### config.mk
export PLATFORM = sky130hd
export DESIGN_NAME = nlc_result_collector
export DESIGN_NICKNAME = d
export VERILOG_FILES = /design/src/rtl/nlc_pkg.sv /design/src/rtl/nlc_capture_bank.sv /design/src/rtl/nlc_result_collector.sv
export SDC_FILE = /design/constraint.sdc
export NUM_CORES = 1
export LEC_CHECK = 0
export CAP_MARGIN = 40
export CORE_UTILIZATION = 50
export DETAILED_ROUTE_END_ITERATION = 16
export PLACE_DENSITY_LB_ADDON = 0.12
export SETUP_SLACK_MARGIN = 0.1
export SLEW_MARGIN = 20
export SYNTH_ARGS = -nofsm -noshare
export SYNTH_HDL_FRONTEND = slang
export SYNTH_HIERARCHICAL = 1
export SYNTH_SLANG_ARGS = --single-unit
### constraint.sdc
create_clock -name clk -period 37 [get_ports clk]
set_clock_uncertainty 0.05 [all_clocks]
set_input_delay 7.4 -clock clk [delete_from_list [all_inputs] [get_ports clk]]
set_output_delay 7.4 -clock clk [all_outputs]
set_load 0.01 [all_outputs]
### src/rtl/nlc_pkg.sv
// Shared constants and state encoding for the NLC result collector.
package nlc_pkg;

   localparam int unsigned NUM_CH = 16;
   localparam int unsigned DW     = 21;
   localparam int unsigned CH_W   = 4;
   localparam int unsigned CNT_W  = $clog2(NUM_CH + 1);

   typedef enum logic [1:0] {
      StIdle    = 2'b00,
      StCollect = 2'b01,
      StCommit  = 2'b10
   } state_e;

endpackage

### src/rtl/nlc_capture_bank.sv
// Shadow register file and capture mask for one frame under collection.
module nlc_capture_bank
   import nlc_pkg::*;
(
   input  logic                 clk,
   input  logic                 reset,
   input  logic                 clr,
   input  logic                 wr_en,
   input  logic [CH_W-1:0]      ch,
   input  logic [DW-1:0]        wr_data,
   output logic                 hit,
   output logic                 full,
   output logic [NUM_CH*DW-1:0] shadow
);

   logic [NUM_CH-1:0]    mask_q, mask_d;
   logic [NUM_CH*DW-1:0] data_q;

   // Clear and write may coincide: the write lands in the freshly cleared mask.
   always_comb begin
      mask_d = clr ? '0 : mask_q;
      if (wr_en) mask_d[ch] = 1'b1;
   end

   always_ff @(posedge clk or posedge reset) begin
      if (reset) begin
         mask_q <= '0;
         data_q <= '0;
      end else begin
         mask_q <= mask_d;
         if (wr_en) data_q[ch*DW +: DW] <= wr_data;
      end
   end

   assign hit    = mask_q[ch];
   assign full   = &mask_d;
   assign shadow = data_q;

endmodule

### src/rtl/nlc_result_collector.sv
// Assembles per-channel converter results into a 16-channel frame and publishes it
// atomically; double-buffered so the published frame is stable during collection.
module nlc_result_collector
   import nlc_pkg::*;
(
   input  logic                 clk,
   input  logic                 reset,
   input  logic                 frame_start_i,
   input  logic                 res_vld_i,
   input  logic [CH_W-1:0]      res_ch_i,
   input  logic [DW-1:0]        res_data_i,
   output logic [NUM_CH*DW-1:0] x_lin_o,
   output logic                 srdyo,
   output logic                 busy_o,
   output logic [CNT_W-1:0]     count_o,
   output logic                 dup_err_o,
   output logic                 ovf_err_o,
   output logic                 abort_err_o,
   input  logic                 err_clr_i
);

   state_e               state_q, state_d;
   logic [CNT_W-1:0]     count_q, count_d;
   logic                 bank_clr, bank_wr, hit, full, ch_ok;
   logic                 set_dup, set_ovf, set_abort;
   logic                 dup_q, ovf_q, abort_q;
   logic                 srdy_q;
   logic [NUM_CH*DW-1:0] shadow, x_lin_q;

   assign ch_ok = 32'(res_ch_i) < NUM_CH;

   nlc_capture_bank u_bank (
      .clk     (clk),
      .reset   (reset),
      .clr     (bank_clr),
      .wr_en   (bank_wr),
      .ch      (res_ch_i),
      .wr_data (res_data_i),
      .hit     (hit),
      .full    (full),
      .shadow  (shadow)
   );

   // Capture strobes and error events; kept apart from next-state to avoid a comb loop
   // through the bank's full flag.
   always_comb begin
      bank_clr  = 1'b0;
      bank_wr   = 1'b0;
      set_dup   = 1'b0;
      set_ovf   = 1'b0;
      set_abort = 1'b0;
      unique case (state_q)
         StIdle: begin
            if (frame_start_i) begin
               bank_clr = 1'b1;
               bank_wr  = res_vld_i && ch_ok;
               set_dup  = res_vld_i && !ch_ok;
            end else begin
               set_ovf  = res_vld_i;
            end
         end
         StCollect: begin
            if (frame_start_i) begin
               bank_clr  = 1'b1;
               bank_wr   = res_vld_i && ch_ok;
               set_dup   = res_vld_i && !ch_ok;
               set_abort = 1'b1;
            end else begin
               bank_wr = res_vld_i && ch_ok && !hit;
               set_dup = res_vld_i && (!ch_ok || hit);
            end
         end
         StCommit: begin
            bank_clr = 1'b1;
            set_ovf  = res_vld_i;
         end
         default: ;
      endcase
   end

   always_comb begin
      state_d = state_q;
      unique case (state_q)
         StIdle:    if (frame_start_i) state_d = StCollect;
         StCollect: if (!frame_start_i && full) state_d = StCommit;
         StCommit:  state_d = frame_start_i ? StCollect : StIdle;
         default:   state_d = StIdle;
      endcase
      count_d = bank_clr ? '0 : count_q;
      if (bank_wr) count_d = count_d + CNT_W'(1);
   end

   always_ff @(posedge clk or posedge reset) begin
      if (reset) begin
         state_q <= StIdle;
         count_q <= '0;
         x_lin_q <= '0;
         srdy_q  <= 1'b0;
         dup_q   <= 1'b0;
         ovf_q   <= 1'b0;
         abort_q <= 1'b0;
      end else begin
         state_q <= state_d;
         count_q <= count_d;
         srdy_q  <= (state_q == StCommit);
         if (state_q == StCommit) x_lin_q <= shadow;
         dup_q   <= (dup_q && !err_clr_i) || set_dup;
         ovf_q   <= (ovf_q && !err_clr_i) || set_ovf;
         abort_q <= (abort_q && !err_clr_i) || set_abort;
      end
   end

   assign x_lin_o     = x_lin_q;
   assign srdyo       = srdy_q;
   assign busy_o      = (state_q != StIdle);
   assign count_o     = count_q;
   assign dup_err_o   = dup_q;
   assign ovf_err_o   = ovf_q;
   assign abort_err_o = abort_q;

endmodule

==> impl_metrics.toml, run 1 <==
[worst_setup_path]
crit_family = "buffers and inverters"
endpoint_kind = "flop"
crit_path_cell_trace = "clkdlybuf4s50_1, clkinv_1, mux4_2, nor2_1, or3_1, nor2b_1, o21ai_1, inv_1, nand2_1, a21oi_2, buf_4, mux2_2"
cpPeakStageDelay_ps = 630
crit_path_start_kind = "primary input"
critPathLaunch = "res_ch_i[1]"
slowest_stage = "clkdlybuf4s50_1"
crit_type = "primary input to flop"
required_ps = 37440
r2r-start = "state_q[0]$_DFFE_PP0P_"
cp_num_buf_inv = 4
cp.arrival_ps = 11470
cp_max_fo = 26

[logic_synthesis]
synth.area.top_cells = "dfrtp_1, nand2_1, mux2_2, o21ai_0, buf_2"
synth.most_common_cell = "nand2_1"
synth_top_area_share_pct = 63.1
synthCells = 2560
yosysSeqAreaShare_pct = 63.1
synth-main-ff-cell = "dfrtp_1"
ys_types = 45
netlist_area_um2 = 27700
yosysTopAreaCell = "dfrtp_1"
syn_area_per_cell_um2 = 10.8
synth_edf_count = 0
synth_warnings = 6
synth_common_cells = "nand2_1, dfrtp_1, mux2_2"
ys_ff_latch = 699
synth_nets = 2598
postSynth.asyncResetShare_pct = 100

[global_route]
track_usage_pct = 28.0
grt_pass1_vias = 20194
overflow = 0
grt_pass1_wl_um = 120000
antenna_found_initial = 11
grt_max_degree = 168

[cells_and_area]
nets = 2965
area_delta_synth_final_pct = 25.6
final_cell_area_um2 = 34800
multi_input_area_um2 = 9380
seq_area_um2 = 17500
drive_gt1_share_pct = 15.9
nFillCells = 4292

[hold_path]
min_from = "u_bank/shadow[112]$_DFFE_PP0P_"
holdCritPathClass = "flop to flop"

[placed_design]
portBuffers = 375
dp_hpwl_um = 51900
place_area_um2 = 32300
place_congestion = 0.886

[clocking]
clkSinkCount = 699
hold_buffers = 0
cts_made_buffers = 73
tritoncts = "done"
cts-root-buf = "clkbuf_16"
clkTransAtPathRegs_ps = 60
cts_setup_buffers = 0
post_cts_resized = 0
clk-insertion-delay-late_ps = 610
cts_buffer_depth = 3
h-tree-depth = 3

[drt]
viasPerCell = 5.42
wl_per_cell_um = 21.2
ant_nets = 0
vias = 19963
totalWireLength_um = 78300
post-route-drc-count = 0
drtIter0Drc = 1711
drtPass1Iterations = 5

[floorplanning]
io_pins = 376
die_area_um2 = 56400
start_util_pct = 51.1
core.rowCount = 85
die_h_um = 237
core_um2 = 54200
die_w_um = 237

[power]
power_density_nw_per_um2 = 48.8
peakVddDrop_v = 0.0000287
p_leak_nw = 17.6

[sta]
slew_violations = 0
period_minus_slack_ps = 11030
finalSetupViolations = 0
tns_ps = 0
hold_viol_final = 0
max-slew-margin-rel_pct = 26.5
fin_crit_sh_pct = 29.8
worstMarginPinSlew_ps = 1100
rsz0062_at_grt = "no"
fmax_ghz = 0.0906

[job]
maxCapViolations = 0

[outcome]
status = "finished, final reports clean"
## state kept, by name (all words and copies together) (netlist names)
signal,cells
u_bank/shadow,336
x_lin_o,336
u_bank/mask_q,16
count_o,5
state_q,2
abort_err_o,1
dup_err_o,1
ovf_err_o,1
srdyo,1
## placed cells by master (no fill, tap or decap), types with 17 or more instances in the layout
master	netlist	final
clkbuf_1	34	18
dfrtp_1	699	699
nand2_1	1083	1083
o31ai_1	24	24
buf_4	16	35
and2_1	52	52
clkdlybuf4s50_1	0	375
o21ai_0	103	103
and3_1	30	30
clkbuf_16	0	77
mux2_4	20	20
mux2_2	250	250
o22ai_1	17	17
inv_1	25	23
## kinds of logic after synthesis
kind of cell | Yosys count | synth area share, %
and+or+nand+nor | 1235 | 18.0
DFF | 699 | 63.1
muxes | 280 | 11.8
buffers and inverters | 171 | 3.27
AOI/OAI and AO/OA | 164 | 3.37
adders and majority gates | 8 | 0.361
xor gates and xnor gates | 3 | 0.0949
## stage by stage
stage / setup WS, ps / hold WS (ps) / util [%] / total power, mW / instances
after global routing: 25770 / 426 / 64.2 / 1.76 / 3681
after CTS: 26060 / 405 / 64.0 / 1.71 / 3676
final: 25970 / 408 / 64.2 / 1.70 / 3686
after detailed placement: 25450 / 396 / 59.5 / 0.961 / 3543
after floorplan: 19790 / 382 / - / 0.916 / 2560
after global placement: 25010 / 390 / 58.8 / 0.951 / 3519
## final timing paths
path / end / slack [ps] / cells after the start
max: u_bank/shadow[235]$_DFFE_PP0P_ / 25970 / 12
min: x_lin_o[112]$_DFFE_PP0P_ / 410 / 2
max reg2reg: x_lin_o[204]$_DFFE_PP0P_ / 33250 / 9
min reg2reg: x_lin_o[112]$_DFFE_PP0P_ / 410 / 2
max in group asynchronous: x_lin_o[278]$_DFFE_PP0P_ / 27740 / 5
min in group asynchronous: u_bank/shadow[158]$_DFFE_PP0P_ / 7410 / 2
## per-layer routing
| layer | vias to the layer above | track usage, % | part of all wire [%] |
|---|---|---|---|
| met5 | - | 0 | 0 |
| met4 | 0 | 9.40 | 2.7 |
| met3 | 131 | 5.41 | 8.2 |
| met2 | 729 | 43.4 | 47 |
| met1 | 10120 | 40.0 | 42 |
| li1 | 8983 | - | - |
## where the power goes
part           switching [mW]  internal [mW]  leakage, nW
Sequential             0.0266          0.812         9.61
Clock                   0.300          0.449         1.21
Combinational          0.0615         0.0500         6.82
Total                   0.388           1.31         17.6
## final cells by class
class / count / share of cell area, %
flip-flops and latches: 699 / 50.2
multi-input cells: 1690 / 26.9
repair buffers: 436 / 12.8
clock buffers: 111 / 6.36
well taps: 696 / 2.50
clock inverters: 22 / 0.737
inverters: 27 / 0.356
diodes: 5 / 0.0359
## tightest hold or removal path: stages, from the launching register on
cell	delay, ps
dfrtp_1	330
nand2_1	50
nand2_1	50
No activity file was read; power rests on OpenSTA's default activity.
==> run 2, diff against run 1 <==
==> constraint.sdc (replaced) <==
create_clock -name clk -period 11.34 [get_ports clk]
set_clock_uncertainty 0.05 [all_clocks]
set_input_delay 2.268 -clock clk [delete_from_list [all_inputs] [get_ports clk]]
set_output_delay 2.268 -clock clk [all_outputs]
set_load 0.01 [all_outputs]
==> impl_metrics.toml, run 2 (same netlist as run 1, synthesis figures left out) <==
[power]
p_clk_share_pct = 43.4
peakVddDrop_v = 0.0000948
p_leak_nw = 17.6
p_total_mw = 5.47
internal_power_mw = 4.22
switchingPower_mw = 1.25
seqPwrFrac_pct = 49.9
swShare_pct = 22.9
power_density_nw_per_um2 = 158
pwr-share-comb_pct = 6.6

[worst_setup_path]
required_ps = 11770
cp_max_fo = 26
rrSetupSlack_ps = 7550
cp.arrival_ps = 6500
endpoint_kind = "flop"
crit_type = "primary input to flop"
crit_path_start_kind = "primary input"

[global_route]
antenna_found_initial = 7
overflow = 0
grt_pass1_wl_um = 121000
track_usage_pct = 28.0
grt_pass1_vias = 20409
grt_max_degree = 186

[placed_design]
dp_hpwl_um = 52300
place_congestion = 0.862
place_inst = 3542
portBuffers = 375

[sta]
fmax_ghz = 0.165
finalSetupViolations = 0
slew_violations = 0
period_minus_slack_ps = 6070
whs_ps = 409
tns_ps = 0
rsz0062_at_grt = "no"
max-slew-margin-rel_pct = 35.4
worstMarginPinSlew_ps = 969
fin_crit_sh_pct = 53.6
hold_viol_final = 0

[floorplanning]
core_um2 = 54200
die_area_um2 = 56400
io_pins = 376
start_util_pct = 51.1
core.rowCount = 85
die_h_um = 237
die_w_um = 237

[cells_and_area]
nFillCells = 4320
multi_input_area_um2 = 9390
area_delta_synth_final_pct = 25.4
drive_gt1_share_pct = 15.9
nets = 2963
seq_area_um2 = 17500
layout_common_cells = "nand2_1, dfrtp_1, clkdlybuf4s50_1"
final-instance-count-excl-fill = 3675
layout_commonest_cell = "nand2_1"

[drt]
ant_nets = 0
vias = 19986
post-route-drc-count = 0
drtPass1Iterations = 7
totalWireLength_um = 77600
viasPerCell = 5.44
wl_per_cell_um = 21.1
drtIter0Drc = 1740

[clocking]
cts_buffer_depth = 3
tritoncts = "done"
clkSinkCount = 699
clkTransAtPathRegs_ps = 60
post_cts_resized = 0
cts_made_buffers = 73
clk-insertion-delay-late_ps = 600
cts_setup_buffers = 0
hold_buffers = 0
cts-root-buf = "clkbuf_16"
h-tree-depth = 3

[outcome]
status = "finished, final reports clean"

[job]
maxCapViolations = 0

[hold_path]
holdCritPathClass = "flop to flop"
-- run 2: cell types whose count changed in the layout (fill, tap and decap cells not counted), moves of 2 or more --
cell / before / now
buf_8: 8 / 14
bufinv_16: 5 / 3
clkinv_2: 10 / 13
inv_8: 3 / 1
clkbuf_1: 18 / 14
buf_6: 6 / 9
diode_2: 5 / 2
buf_4: 35 / 23
-- run 2: path summary, 6_finish.rpt --
path                                                start                             end  cells past startpoint
min                        u_bank/shadow[154]$_DFFE_PP0P_        x_lin_o[154]$_DFFE_PP0P_                      2
min reg2reg                u_bank/shadow[154]$_DFFE_PP0P_        x_lin_o[154]$_DFFE_PP0P_                      2
max in group asynchronous                           reset         x_lin_o[46]$_DFFE_PP0P_                      3
min in group asynchronous                           reset  u_bank/shadow[136]$_DFFE_PP0P_                      2
max                                           res_ch_i[1]   u_bank/shadow[65]$_DFFE_PP0P_                     12
max reg2reg                   u_bank/mask_q[14]$_DFF_PP0_   u_bank/shadow[65]$_DFFE_PP0P_                     11
-- run 2: metrics by stage --
stage | worst slack, ps | cell area [um2] | util [%]
finish | 5270 | 34700 | 64.1
global route | 5060 | 34700 | 64.1
CTS | 5340 | 34700 | 63.9
detailed placement | 4740 | 32300 | 59.5
global placement | 4540 | 31800 | 58.7
floorplan | 4310 | 27700 | -
-- run 2: worst max-delay path, cell delays in order --
cell and delay [ps]:
clkdlybuf4s50_1 610, clkinv_1 340, mux4_2 320, nor2_1 40, or3_1 430, nor2b_1 190, o21ai_1 130, inv_1 300
nand2_1 600, nor2_2 640, buf_6 260, mux2_2 360
-- run 2: cell type report --
| class | instances | area share, % |
|---|---|---|
| Antenna cell | 2 | 0.0144 |
| Inverter | 27 | 0.335 |
| Timing Repair Buffer | 434 | 12.9 |
| Multi-Input combinational cell | 1690 | 27.0 |
| Sequential cell | 699 | 50.3 |
| Tap cell | 696 | 2.51 |
| Clock buffer | 107 | 6.33 |
| Clock inverter | 20 | 0.540 |
-- run 2: power by group through the flow --
stage | sequential (mW) | clock [mW] | combinational [mW]
after floorplan | 2.75 | 0 | 0.240
after global placement | 2.77 | 0 | 0.334
after detailed placement | 2.77 | 0 | 0.361
after CTS | 2.73 | 2.42 | 0.363
after global routing | 2.75 | 2.53 | 0.395
final | 2.73 | 2.38 | 0.364
-- run 2: per-layer routing --
metal / routed length, um / GRT usage [%]
met5: 20 / 0
met3: 4980 / 4.84
met2: 36500 / 43.9
met4: 1970 / 9.05
met1: 34200 / 39.8
==> run 3, diff against run 2 <==
==> constraint.sdc (replaced) <==
create_clock -name clk -period 6.4 [get_ports clk]
set_clock_uncertainty 0.05 [all_clocks]
set_input_delay 1.28 -clock clk [delete_from_list [all_inputs] [get_ports clk]]
set_output_delay 1.28 -clock clk [all_outputs]
set_load 0.01 [all_outputs]
==> impl_metrics.toml, run 3 (same netlist as run 1, synthesis figures left out) <==
[outcome]
status = "finished, final reports clean"

[floorplanning]
core.rowCount = 85
die_area_um2 = 56400
core_um2 = 54200
io_pins = 376
die_w_um = 237
die_h_um = 237
start_util_pct = 51.1

[cells_and_area]
layout_commonest_cell = "nand2_1"
final-instance-count-excl-fill = 3677
multi_input_area_um2 = 9390
nets = 2965
layout_common_cells = "nand2_1, dfrtp_1, clkdlybuf4s50_1"
area_delta_synth_final_pct = 25.6
drive_gt1_share_pct = 16.1
nFillCells = 4357
seq_area_um2 = 17500

[sta]
hold_viol_final = 0
worstMarginPinSlew_ps = 958
rsz0062_at_grt = "no"
slew_violations = 0
fin_crit_sh_pct = 70.7
fmax_ghz = 0.221
tns_ps = 0
finalSetupViolations = 0
period_minus_slack_ps = 4530
max-slew-margin-rel_pct = 36.1

[clocking]
clkSinkCount = 699
clk-insertion-delay-late_ps = 610
hold_buffers = 0
h-tree-depth = 3
cts_made_buffers = 71
cts-root-buf = "clkbuf_16"
tritoncts = "done"
cts_setup_buffers = 0
cts_buffer_depth = 3
clkTransAtPathRegs_ps = 60
post_cts_resized = 0

[drt]
viasPerCell = 5.37
wl_per_cell_um = 21.3
drtPass1Iterations = 5
vias = 19761
totalWireLength_um = 78200
ant_nets = 0
post-route-drc-count = 0
drtIter0Drc = 1525

[global_route]
grt_pass1_wl_um = 122000
use_met1_pct = 40.3
grt_max_degree = 181
track_usage_pct = 28.4
overflow = 0
grtUsageMet3_pct = 4.84
use_met2_pct = 44.6
antenna_found_initial = 8
grt-busiest-layer = "met2"
grt_pass1_vias = 20465

[worst_setup_path]
cp.arrival_ps = 4960
crit_type = "primary input to flop"
cp_max_fo = 21
endpoint_kind = "flop"
crit_path_cell_trace = "clkdlybuf4s50_1, clkinv_1, mux4_2, nor2_1, or3_1, nor2b_1, o21ai_1, inv_1, nand2b_1, nor3_1, nand3_2, mux2_2"
slowest_stage = "clkdlybuf4s50_1"
crit_path_start_kind = "primary input"
cpPeakStageDelay_ps = 620
cp_num_buf_inv = 3
crit_family = "simple AND/OR/NAND/NOR gates"
required_ps = 6830

[placed_design]
dp_hpwl_um = 51000
portBuffers = 375
place_inst = 3545
place_congestion = 0.881

[power]
p_leak_nw = 17.6
power_density_nw_per_um2 = 281
peakVddDrop_v = 0.000183

[hold_path]
holdCritPathClass = "flop to flop"

[job]
maxCapViolations = 0
-- run 3: cell types whose count changed in the layout (fill, tap and decap cells not counted), sizes merged --
cell and change:
inv +1, bufinv +2, buf +5, clkdlybuf4s50 -1, clkbuf -2, clkinv -2
diode +1, clkinvlp -2
-- run 3: path summary, 6_finish.rpt --
check	from	end	slack, ps	depth (start not counted)
worst min-delay path	u_bank/shadow[90]$_DFFE_PP0P_	x_lin_o[90]$_DFFE_PP0P_	410	2
min in group asynchronous	reset	u_bank/shadow[164]$_DFFE_PP0P_	1260	3
worst max-delay path	res_ch_i[1]	u_bank/shadow[1]$_DFFE_PP0P_	1870	12
worst min register to register	u_bank/shadow[90]$_DFFE_PP0P_	x_lin_o[90]$_DFFE_PP0P_	410	2
max in group asynchronous	reset	x_lin_o[287]$_DFFE_PP0P_	3700	4
worst max register to register	u_bank/mask_q[13]$_DFF_PP0_	u_bank/shadow[1]$_DFFE_PP0P_	3190	11
-- run 3: area by class of cell --
class                      instances  share of cell area [%]
antenna                            3                  0.0216
clock inverter                    19                   0.665
tap                              696                    2.50
multi-input combinational       1690                    27.0
timing repair buffer             438                    12.9
clock buffer                     105                    6.29
sequential                       699                    50.3
inverter                          27                   0.334
-- run 3: layer usage --
layer	up-vias	share of wire, %	wire length, um
met5	-	0.018	14
met4	2	2.7	2150
met3	134	6.9	5410
met2	644	47	36600
met1	10006	43	34000
li1	8975	-	-
-- run 3: power breakdown --
group	total (mW)	internal (mW)	switching, mW	leakage [nW]
Combinational	0.648	0.291	0.357	6.82
Sequential	4.84	4.69	0.148	9.61
Clock	4.30	2.57	1.73	1.21
-- run 3: tightest hold or removal path, cell delays in order, from the launching register on --
cell     delay, ps
dfrtp_1        340
nand2_1         50
nand2_1         50
-- run 3: per-stage QoR --
step	cell area, um2	setup slack, ps	util (%)	power, mW	hold slack [ps]
2_1_floorplan	27700	356	-	5.30	382
3_3_place_gp	31900	1040	58.9	5.51	392
3_5_place_dp	32300	973	59.5	5.56	394
4_1_cts	34700	1590	64.0	9.86	409
5_1_grt	34800	1570	64.1	10.1	431
6_report	34800	1870	64.1	9.79	411
